File: src/rtl/sca_blk_alloc.sv
// sca_blk_alloc: SCA next-block allocator with free-list FIFO, in-use bitmap and LCT boundary delay.
module sca_blk_alloc #(
    parameter int NBLK      = 16,
    parameter int AW        = 4,
    parameter int LCT_DLY   = 3,
    parameter int AFULL_THR = 2
) (
    input  logic            CLK,
    input  logic            RST,
    input  logic            ENAREG,
    input  logic            HOLD,
    input  logic            REL_VLD,
    input  logic [AW-1:0]   REL_ADR,
    output logic [AW-1:0]   WADR,
    output logic [AW-1:0]   LCTADR,
    output logic [AW:0]     NFREE,
    output logic            SCAFULL,
    output logic            ALMOST_FULL,
    output logic            DSCAFULL,
    output logic            READY,
    output logic            REL_ERR,
    output logic [NBLK-1:0] BUSY_MAP
);
    typedef enum logic {S_INIT, S_RUN} state_t;
    state_t r_state, w_state_nxt;
    logic [AW-1:0] r_fifo [NBLK];
    logic [AW-1:0] r_lct [LCT_DLY];
    logic [LCT_DLY-1:0] r_dsf;
    logic [AW-1:0] r_rd, r_wr, r_icnt, w_wdat;
    logic w_run, w_init_done, w_shift, w_adv, w_rel_ok, w_err, w_pop, w_byp, w_push, w_wen;

    always_comb begin
        w_run       = r_state == S_RUN;
        w_init_done = !w_run && r_icnt == AW'(NBLK-1);
        w_state_nxt = w_init_done ? S_RUN : r_state;
        w_shift     = w_run && ENAREG;
        w_adv       = w_shift && !HOLD;
        w_rel_ok    = w_run && REL_VLD && BUSY_MAP[REL_ADR] && REL_ADR != WADR;
        w_err       = w_run && REL_VLD && !w_rel_ok;
        w_pop       = w_adv && NFREE != '0;
        // With nothing free, a release at the boundary becomes the new block directly
        w_byp       = w_adv && NFREE == '0 && w_rel_ok;
        w_push      = w_rel_ok && !w_byp;
        w_wen       = !w_run || w_push;
        w_wdat      = w_run ? REL_ADR : r_icnt;
    end

    assign SCAFULL     = w_run && NFREE == '0;
    assign ALMOST_FULL = w_run && NFREE <= (AW+1)'(AFULL_THR);
    assign LCTADR      = r_lct[LCT_DLY-1];
    assign DSCAFULL    = r_dsf[LCT_DLY-1];

    always_ff @(posedge CLK) begin
        if (w_wen) r_fifo[r_wr] <= w_wdat;
    end

    always_ff @(posedge CLK or posedge RST) begin
        if (RST) begin
            r_state  <= S_INIT;
            WADR     <= '0;
            NFREE    <= '0;
            READY    <= 1'b0;
            REL_ERR  <= 1'b0;
            BUSY_MAP <= NBLK'(1);
            r_rd     <= '0;
            r_wr     <= '0;
            r_icnt   <= AW'(1);
            r_dsf    <= '0;
            for (int i = 0; i < LCT_DLY; i++) r_lct[i] <= '0;
        end else begin
            r_state <= w_state_nxt;
            if (!w_run) r_icnt <= r_icnt + 1'b1;
            if (w_init_done) READY <= 1'b1;
            if (w_wen) r_wr <= r_wr + 1'b1;
            if (w_pop) r_rd <= r_rd + 1'b1;
            if (w_pop) WADR <= r_fifo[r_rd];
            else if (w_byp) WADR <= REL_ADR;
            NFREE <= !w_run ? NFREE + 1'b1 : NFREE + (AW+1)'(w_push) - (AW+1)'(w_pop);
            BUSY_MAP <= (BUSY_MAP & ~(w_push ? NBLK'(1) << REL_ADR : '0))
                      | (w_pop ? NBLK'(1) << r_fifo[r_rd] : '0);
            if (w_err) REL_ERR <= 1'b1;
            if (w_shift) begin
                r_lct[0] <= WADR;
                r_dsf[0] <= SCAFULL;
                for (int i = 1; i < LCT_DLY; i++) begin
                    r_lct[i] <= r_lct[i-1];
                    r_dsf[i] <= r_dsf[i-1];
                end
            end
        end
    end
endmodule

File: config.mk
export PLATFORM = sky130hd
export DESIGN_NAME = sca_blk_alloc
export DESIGN_NICKNAME = d
export VERILOG_FILES = /design/src/rtl/sca_blk_alloc.sv
export SDC_FILE = /design/constraint.sdc
export NUM_CORES = 1
export LEC_CHECK = 0
export ABC_CLOCK_PERIOD_IN_PS = 4500
export CAP_MARGIN = 0
export CORE_MARGIN = 2
export CORE_UTILIZATION = 51
export DETAILED_ROUTE_END_ITERATION = 10
export DONT_BUFFER_PORTS = 1
export GPL_TIMING_DRIVEN = 0
export PLACE_DENSITY = 0.66
export SKIP_CTS_REPAIR_TIMING = 1
export SYNTH_ARGS = -nofsm -noshare
export SYNTH_HDL_FRONTEND = slang
export SYNTH_SLANG_ARGS = --single-unit
File: constraint.sdc
create_clock -name CLK -period 4.5 [get_ports CLK]
set_clock_uncertainty 0.15 [all_clocks]
set_input_delay 0.225 -clock CLK [delete_from_list [all_inputs] [get_ports CLK]]
set_output_delay 0.225 -clock CLK [all_outputs]
set_load 0.1 [all_outputs]
==> results of run 1 <==
-- cell usage after synthesis, types with 6 or more instances --
library cell / number / area, um2
nor2b_1: 6 / 37.5
xnor2_1: 14 / 123
nand2_1: 24 / 90.1
o21ai_0: 16 / 80.1
nand2b_1: 7 / 43.8
and4b_1: 6 / 60.1
mux2i_1: 7 / 70.1
mux2_2: 22 / 248
edfxtp_1: 64 / 1920
and4_1: 9 / 78.8
buf_2: 7 / 35.0
nand3_1: 9 / 45.0
dfrtp_1: 52 / 1300
inv_1: 16 / 60.1
ha_1: 19 / 238
mux4_2: 15 / 338
o41ai_1: 16 / 140
nor2_1: 8 / 30.0
nor3_1: 7 / 35.0
clkbuf_1: 14 / 52.6
-- worst max path at each step --
stage / to / slack [ns] / cells after the start
after floorplan: NFREE[4] / 0.32 / 16
after detailed placement: NFREE[4] / -0.24 / 16
after global routing: NFREE[4] / 0.22 / 15
after CTS: NFREE[4] / -0.26 / 16
after global placement: NFREE[4] / -0.21 / 16
final: NFREE[4] / 0.50 / 14
-- layer usage --
layer / vias to the layer above / GRT usage / part of all wire
met2: 120 / 0.340 / 0.47
met1: 1835 / 0.320 / 0.46
met3: 16 / 0.0581 / 0.053
met5: - / 0 / 0
li1: 1647 / - / -
met4: 0 / 0.0750 / 0.013
-- area by class of cell --
class,count,area [um2],share of cell area
multi-input cells,254,2240,0.341
clock inverters,10,114,0.0173
flip-flops and latches,118,3290,0.502
clock buffers,22,485,0.0740
inverters,16,60.1,0.00915
plain buffers,27,133,0.0202
repair buffers,6,67.6,0.0103
well taps,140,175,0.0267
-- state kept, by name (all words and copies together), names as in the netlist --
name	cells
WADR	4
r_wr	4
r_icnt	4
r_dsf	3
BUSY_MAP	16
r_rd	4
LCTADR	4
REL_ERR	1
r_fifo	64
r_lct	8
r_state	1
NFREE	5
-- through the flow --
stage | util | instance area (um2) | setup TNS (ns) | instances | hold slack, ns
floorplan | - | 5700 | 0 | 415 | 0.246
global placement | 0.540 | 5880 | -0.209 | 555 | 0.319
detailed placement | 0.542 | 5900 | -0.261 | 556 | -0.0544
CTS | 0.597 | 6500 | -0.295 | 588 | -0.612
global route | 0.603 | 6560 | 0 | 593 | 0.0509
finish | 0.603 | 6560 | 0 | 593 | -0.00541
-- cell families after synthesis --
kind of cell,Yosys count,share of synthesized area
AOI/OAI and AO/OA,64,0.0783
buffers and inverters,43,0.0338
adders and majority gates,20,0.0452
DFF,118,0.575
xor gates and xnor gates,17,0.0261
and+or+nand+nor,106,0.113
muxes,47,0.129
==> key figures, run 1 <==
STA
  • Final worst slack: roughly 0.5 ns
  • Period utilization: 0.888
  • RSZ-0062 raised after global routing: false
  • Slew headroom: 0.280
  • Final Hold Viols: 4
  • Fin crit period: roughly 4 ns
  • Final setup violation count: 0
  • Worst Tran Pin Value: about 1.1 ns
  • WHS: -0.00541 ns
  • Peak Freq: between 200 and 300 MHz
  • Max-slew violation count: 0

Setup path
  • RR Startpoint: BUSY_MAP[9]
  • Critical path data arrival time: about 4.2 ns
  • Worst setup path class: flip-flop to flip-flop
  • Crit. End Element: flip-flop
  • Critical R2R Capture: NFREE[4]
  • Critical path buffer and inverter count: 2
  • Startpoint types: flip-flop
  • Worst path max stage delay: approximately 0.96 ns
  • R2r worst-path depth: 14
  • Setup slack, reg-to-reg: 0.50 ns
  • Crit path launch: BUSY_MAP[9]
  • Slowest cell on the critical path: dfrtp_1
  • Worst EP required: ~4.7 ns
  • Max Fanout on Critical Path: 4
  • CP Cell Sequence: mux2i_1, a22oi_1, nand4b_1, or2_2, ha_1, inv_1, ha_1, inv_1, fa_1, nor2_1, nor2_1, o21bai_1, xor2_1, a21oi_1
  • Cell family with most CP delay: flip-flops

Routing
  • DRT antenna net count: 0
  • 1st-iter DRT viols: between 200 and 300
  • Remaining DRCs: 0
  • Final wirelength: between 10 and 15 mm
  • Wire length per cell: roughly 21 um
  • Total number of vias: roughly 3600
  • Vias/cell: 6.10
  • DRT Pass-1 Iters: 8

Yosys
  • Cells after synthesis: 415
  • Synthesized area: approximately 0.0057 mm2
  • Async set-reset flop share out of synthesis: 0.458
  • Seq cells post-synth: about 120
  • YS warnings: 0
  • Ys flop type: edfxtp_1
  • Seq/Total Area, Yosys: 0.575
  • Synth cell types: between 50 and 60
  • Number of synthesized flops with an enable pin: 64
  • Syn Nets: between 400 and 500
  • Avg Inst Size Synth: 13.7 um2

Placed design
  • Dpl ws: -0.241 ns
  • Post-DP HPWL: about 8.6 mm
  • RePlAce Congestion: 0.835
  • Port Buffer Count: 0

Die
  • Die area: 0.0120 mm2
  • Die Y: around 110 um
  • Die Wd: 110 um
  • Core box area: about 0.011 mm2
  • Initial Utilization: 0.524
  • Ports: 43
  • Core Rows: 38

Clock tree
  • CTS tree: done
  • Worst-path clk slew: roughly 0.060 ns
  • CTS H-tree depth: 4
  • Max clock buf depth: 2
  • Clock latency on the worst-skew pair: between 0.5 and 0.6 ns
  • Sink Count: about 120
  • CTS buffer count: 17
  • Root Buffer: clkbuf_8

Flow run
  • MaxCap Viol Count: 0

Run status
  • Failing checks: negative hold slack
  • Outcome: finished, violations left

Hold path
  • WHS Endpoint: LCTADR[0]
  • Hold Path Origin: ENAREG
  • Worst hold path depth: 2
  • Worst Hold Class: primary input to flip-flop

Cells and area
  • Most common cell after layout, fill and taps aside: edfxtp_1
  • Fillers: 840
  • Commonest cells after routing, fill and taps aside: edfxtp_1, dfrtp_1, nand2_1
  • Layout net count: between 400 and 500
  • Area grow syn2layout: 15.1%
  • Number of antenna diodes: 0
  • Layout cells sized above 1: 0.214

Global routing
  • Vias in the first global route: roughly 3700
  • Initial antenna violation count: 0
  • Largest net degree at the start of global routing: 41
  • Gr ovfl total: 0
  • First-pass GRT wire length: a little under 20 mm
  • GRT Util Overall: 0.225
Power of run 1 is left out: the tool's default activity adds up to more than one toggle a clock period on the data nets, which glitch-free logic cannot reach.
==> inputs of run 2 (changes only) <==
--- a/config.mk
+++ b/config.mk
@@ -8,11 +8,11 @@
 export ABC_CLOCK_PERIOD_IN_PS = 4500
 export CAP_MARGIN = 0
 export CORE_MARGIN = 2
-export CORE_UTILIZATION = 51
+export CORE_UTILIZATION = 61
 export DETAILED_ROUTE_END_ITERATION = 10
 export DONT_BUFFER_PORTS = 1
 export GPL_TIMING_DRIVEN = 0
-export PLACE_DENSITY = 0.66
+export PLACE_DENSITY = 0.77
 export SKIP_CTS_REPAIR_TIMING = 1
 export SYNTH_ARGS = -nofsm -noshare
 export SYNTH_HDL_FRONTEND = slang
==> run 2 against run 1 <==
  * The flow still finishes with violations (negative hold slack)
  * First-iteration DRC count grew 81%
  * Via count is 6.0% higher
  * Critical path depth is 3 higher
  * Register-to-register slack got worse by 0.25 ns
  * Flip-flop and latch count unchanged
  * Highest routed layer unchanged
==> key figures, run 2 (synthesized netlist as in run 1, its figures left out) <==
STA
  • Period utilization: 0.944 (was 0.888)
  • Max-slew violation count: 0 (unchanged)
  • WHS: -0.00423 ns (was -0.00541 ns)
  • Slew headroom: 0.288 (was 0.280)
  • Fin crit period: 4.25 ns (was 4.00 ns)
  • Peak Freq: 235 MHz (was 250 MHz)
  • Final setup violation count: 0 (unchanged)
  • Worst Tran Pin Value: 1.06 ns (was 1.07 ns)
  • Final Hold Viols: 4 (unchanged)
  • Final worst slack: 0.251 ns (was 0.503 ns)
  • RSZ-0062 raised after global routing: false (unchanged)

Setup path
  • Worst EP required: 4.71 ns (was 4.73 ns)
  • Slowest cell on the critical path: dfrtp_2 (was dfrtp_1)
  • Critical path buffer and inverter count: 5 (was 2)
  • Worst path max stage delay: 0.60 ns (was 0.96 ns)
  • Max Fanout on Critical Path: 10 (was 4)
  • Startpoint types: flip-flop (unchanged)
  • Worst setup path class: flip-flop to flip-flop (unchanged)
  • Critical path data arrival time: 4.46 ns (was 4.23 ns)
  • Crit. End Element: flip-flop (unchanged)
  • CP Cell Sequence: clkbuf_1, and3b_1, clkbuf_1, a32oi_1, nand4b_1, buf_4, or2_2, ha_1, inv_1, ha_1, inv_1, fa_1, nor2_1, nor2_1, o21bai_1, xor2_1, a21oi_1 (was mux2i_1, a22oi_1, nand4b_1, or2_2, ha_1, inv_1, ha_1, inv_1, fa_1, nor2_1, nor2_1, o21bai_1, xor2_1, a21oi_1)
  • Cell family with most CP delay: simple AND/OR/NAND/NOR gates (was flip-flops)

Global routing
  • Initial antenna violation count: 0 (unchanged)
  • GRT Util Overall: 0.281 (was 0.225)
  • First-pass GRT wire length: 21.0 mm (was 19.8 mm)
  • Vias in the first global route: 3725 (was 3658)
  • Largest net degree at the start of global routing: 32 (was 41)
  • Gr ovfl total: 0 (unchanged)

Cells and area
  • Largest register by flop count: r_fifo (unchanged)
  • Area occupied by multi-input gates: 0.00224 mm2 (unchanged)
  • Largest register FFs: 64 (unchanged)
  • Area grow syn2layout: 14.0% (was 15.1%)
  • Most common cell after layout, fill and taps aside: edfxtp_1 (unchanged)
  • Number of antenna diodes: 0 (unchanged)
  • Fillers: 598 (was 840)
  • Layout net count: 470 (was 469)
  • Layout cells sized above 1: 0.220 (was 0.214)
  • Top flop regs: r_fifo (64), BUSY_MAP (16), r_lct (8) (unchanged)
  • FF+latch area: 0.00328 mm2 (was 0.00329 mm2)
  • Commonest cells after routing, fill and taps aside: edfxtp_1, dfrtp_1, nand2_1 (unchanged)
  • Final Util: 0.710 (was 0.603)

Clock tree
  • Clock latency on the worst-skew pair: 0.51 ns (was 0.52 ns)
  • Root Buffer: clkbuf_8 (unchanged)
  • CTS buffer count: 17 (unchanged)
  • Max clock buf depth: 2 (unchanged)
  • Worst-path clk slew: 0.06 ns (about the same)
  • CTS tree: done (unchanged)
  • CTS H-tree depth: 4 (unchanged)
  • Sink Count: 118 (unchanged)

Placed design
  • RePlAce Congestion: 0.915 (was 0.835)
  • Post-DP HPWL: 8.88 mm (was 8.62 mm)
  • Port Buffer Count: 0 (unchanged)
  • Dpl ws: -0.212 ns (was -0.241 ns)

Run status
  • Failing checks: negative hold slack (unchanged)
  • Outcome: finished, violations left (unchanged)

Die
  • Core box area: 0.00915 mm2 (was 0.0109 mm2)
  • Die Y: 101 um (was 110 um)
  • Initial Utilization: 0.623 (was 0.524)
  • Ports: 43 (unchanged)
  • Core Rows: 35 (was 38)
  • Die area: 0.0101 mm2 (was 0.0120 mm2)
  • Die Wd: 101 um (was 110 um)

Hold path
  • Worst Hold Class: primary input to flip-flop (unchanged)

Routing
  • Final wirelength: 13.4 mm (was 12.2 mm)
  • Total number of vias: 3834 (was 3618)
  • 1st-iter DRT viols: 461 (was 255)
  • Wire length per cell: 23.7 um (was 20.6 um)
  • DRT Pass-1 Iters: 6 (was 8)
  • DRT antenna net count: 0 (unchanged)
  • Vias/cell: 6.79 (was 6.10)
  • Remaining DRCs: 0 (unchanged)

Flow run
  • MaxCap Viol Count: 0 (unchanged)
==> run 2: routing by layer <==
layer / vias up / share of wire / global-route usage
met1: 1902 / 0.39 / 0.393
met5: - / 0 / 0
met2: 246 / 0.48 / 0.431
met3: 37 / 0.10 / 0.0742
met4: 0 / 0.025 / 0.0948
li1: 1649 / - / -
==> run 2: area by class of cell <==
class | instances | share of cell area
sequential | 118 | 0.505
multi-input combinational | 254 | 0.344
clock buffer | 19 | 0.0649
clock inverter | 13 | 0.0243
tap | 111 | 0.0214
buffer | 27 | 0.0204
timing repair buffer | 7 | 0.0108
inverter | 16 | 0.00924
==> run 2: worst paths after layout <==
kind	from	to	slack, ns	depth (start not counted)
worst max-delay path	r_state	NFREE[4]	0.25	17
worst min-delay path	ENAREG	r_dsf[2]	-0.004	2
worst max register to register	r_state	NFREE[4]	0.25	17
worst min register to register	r_dsf[0]	r_dsf[0]	0.34	2
max in group asynchronous	RST	BUSY_MAP[0]	3.52	3
min in group asynchronous	RST	BUSY_MAP[12]	0.06	2
==> run 2: through the flow <==
stage               instances  TNS, ns  area, um2
global route              565        0       6500
floorplan                 415        0       5700
detailed placement        527   -0.212       5860
global placement          526   -0.192       5840
CTS                       559   -0.374       6440
finish                    565        0       6500
Power of run 2 is left out for the same reason.
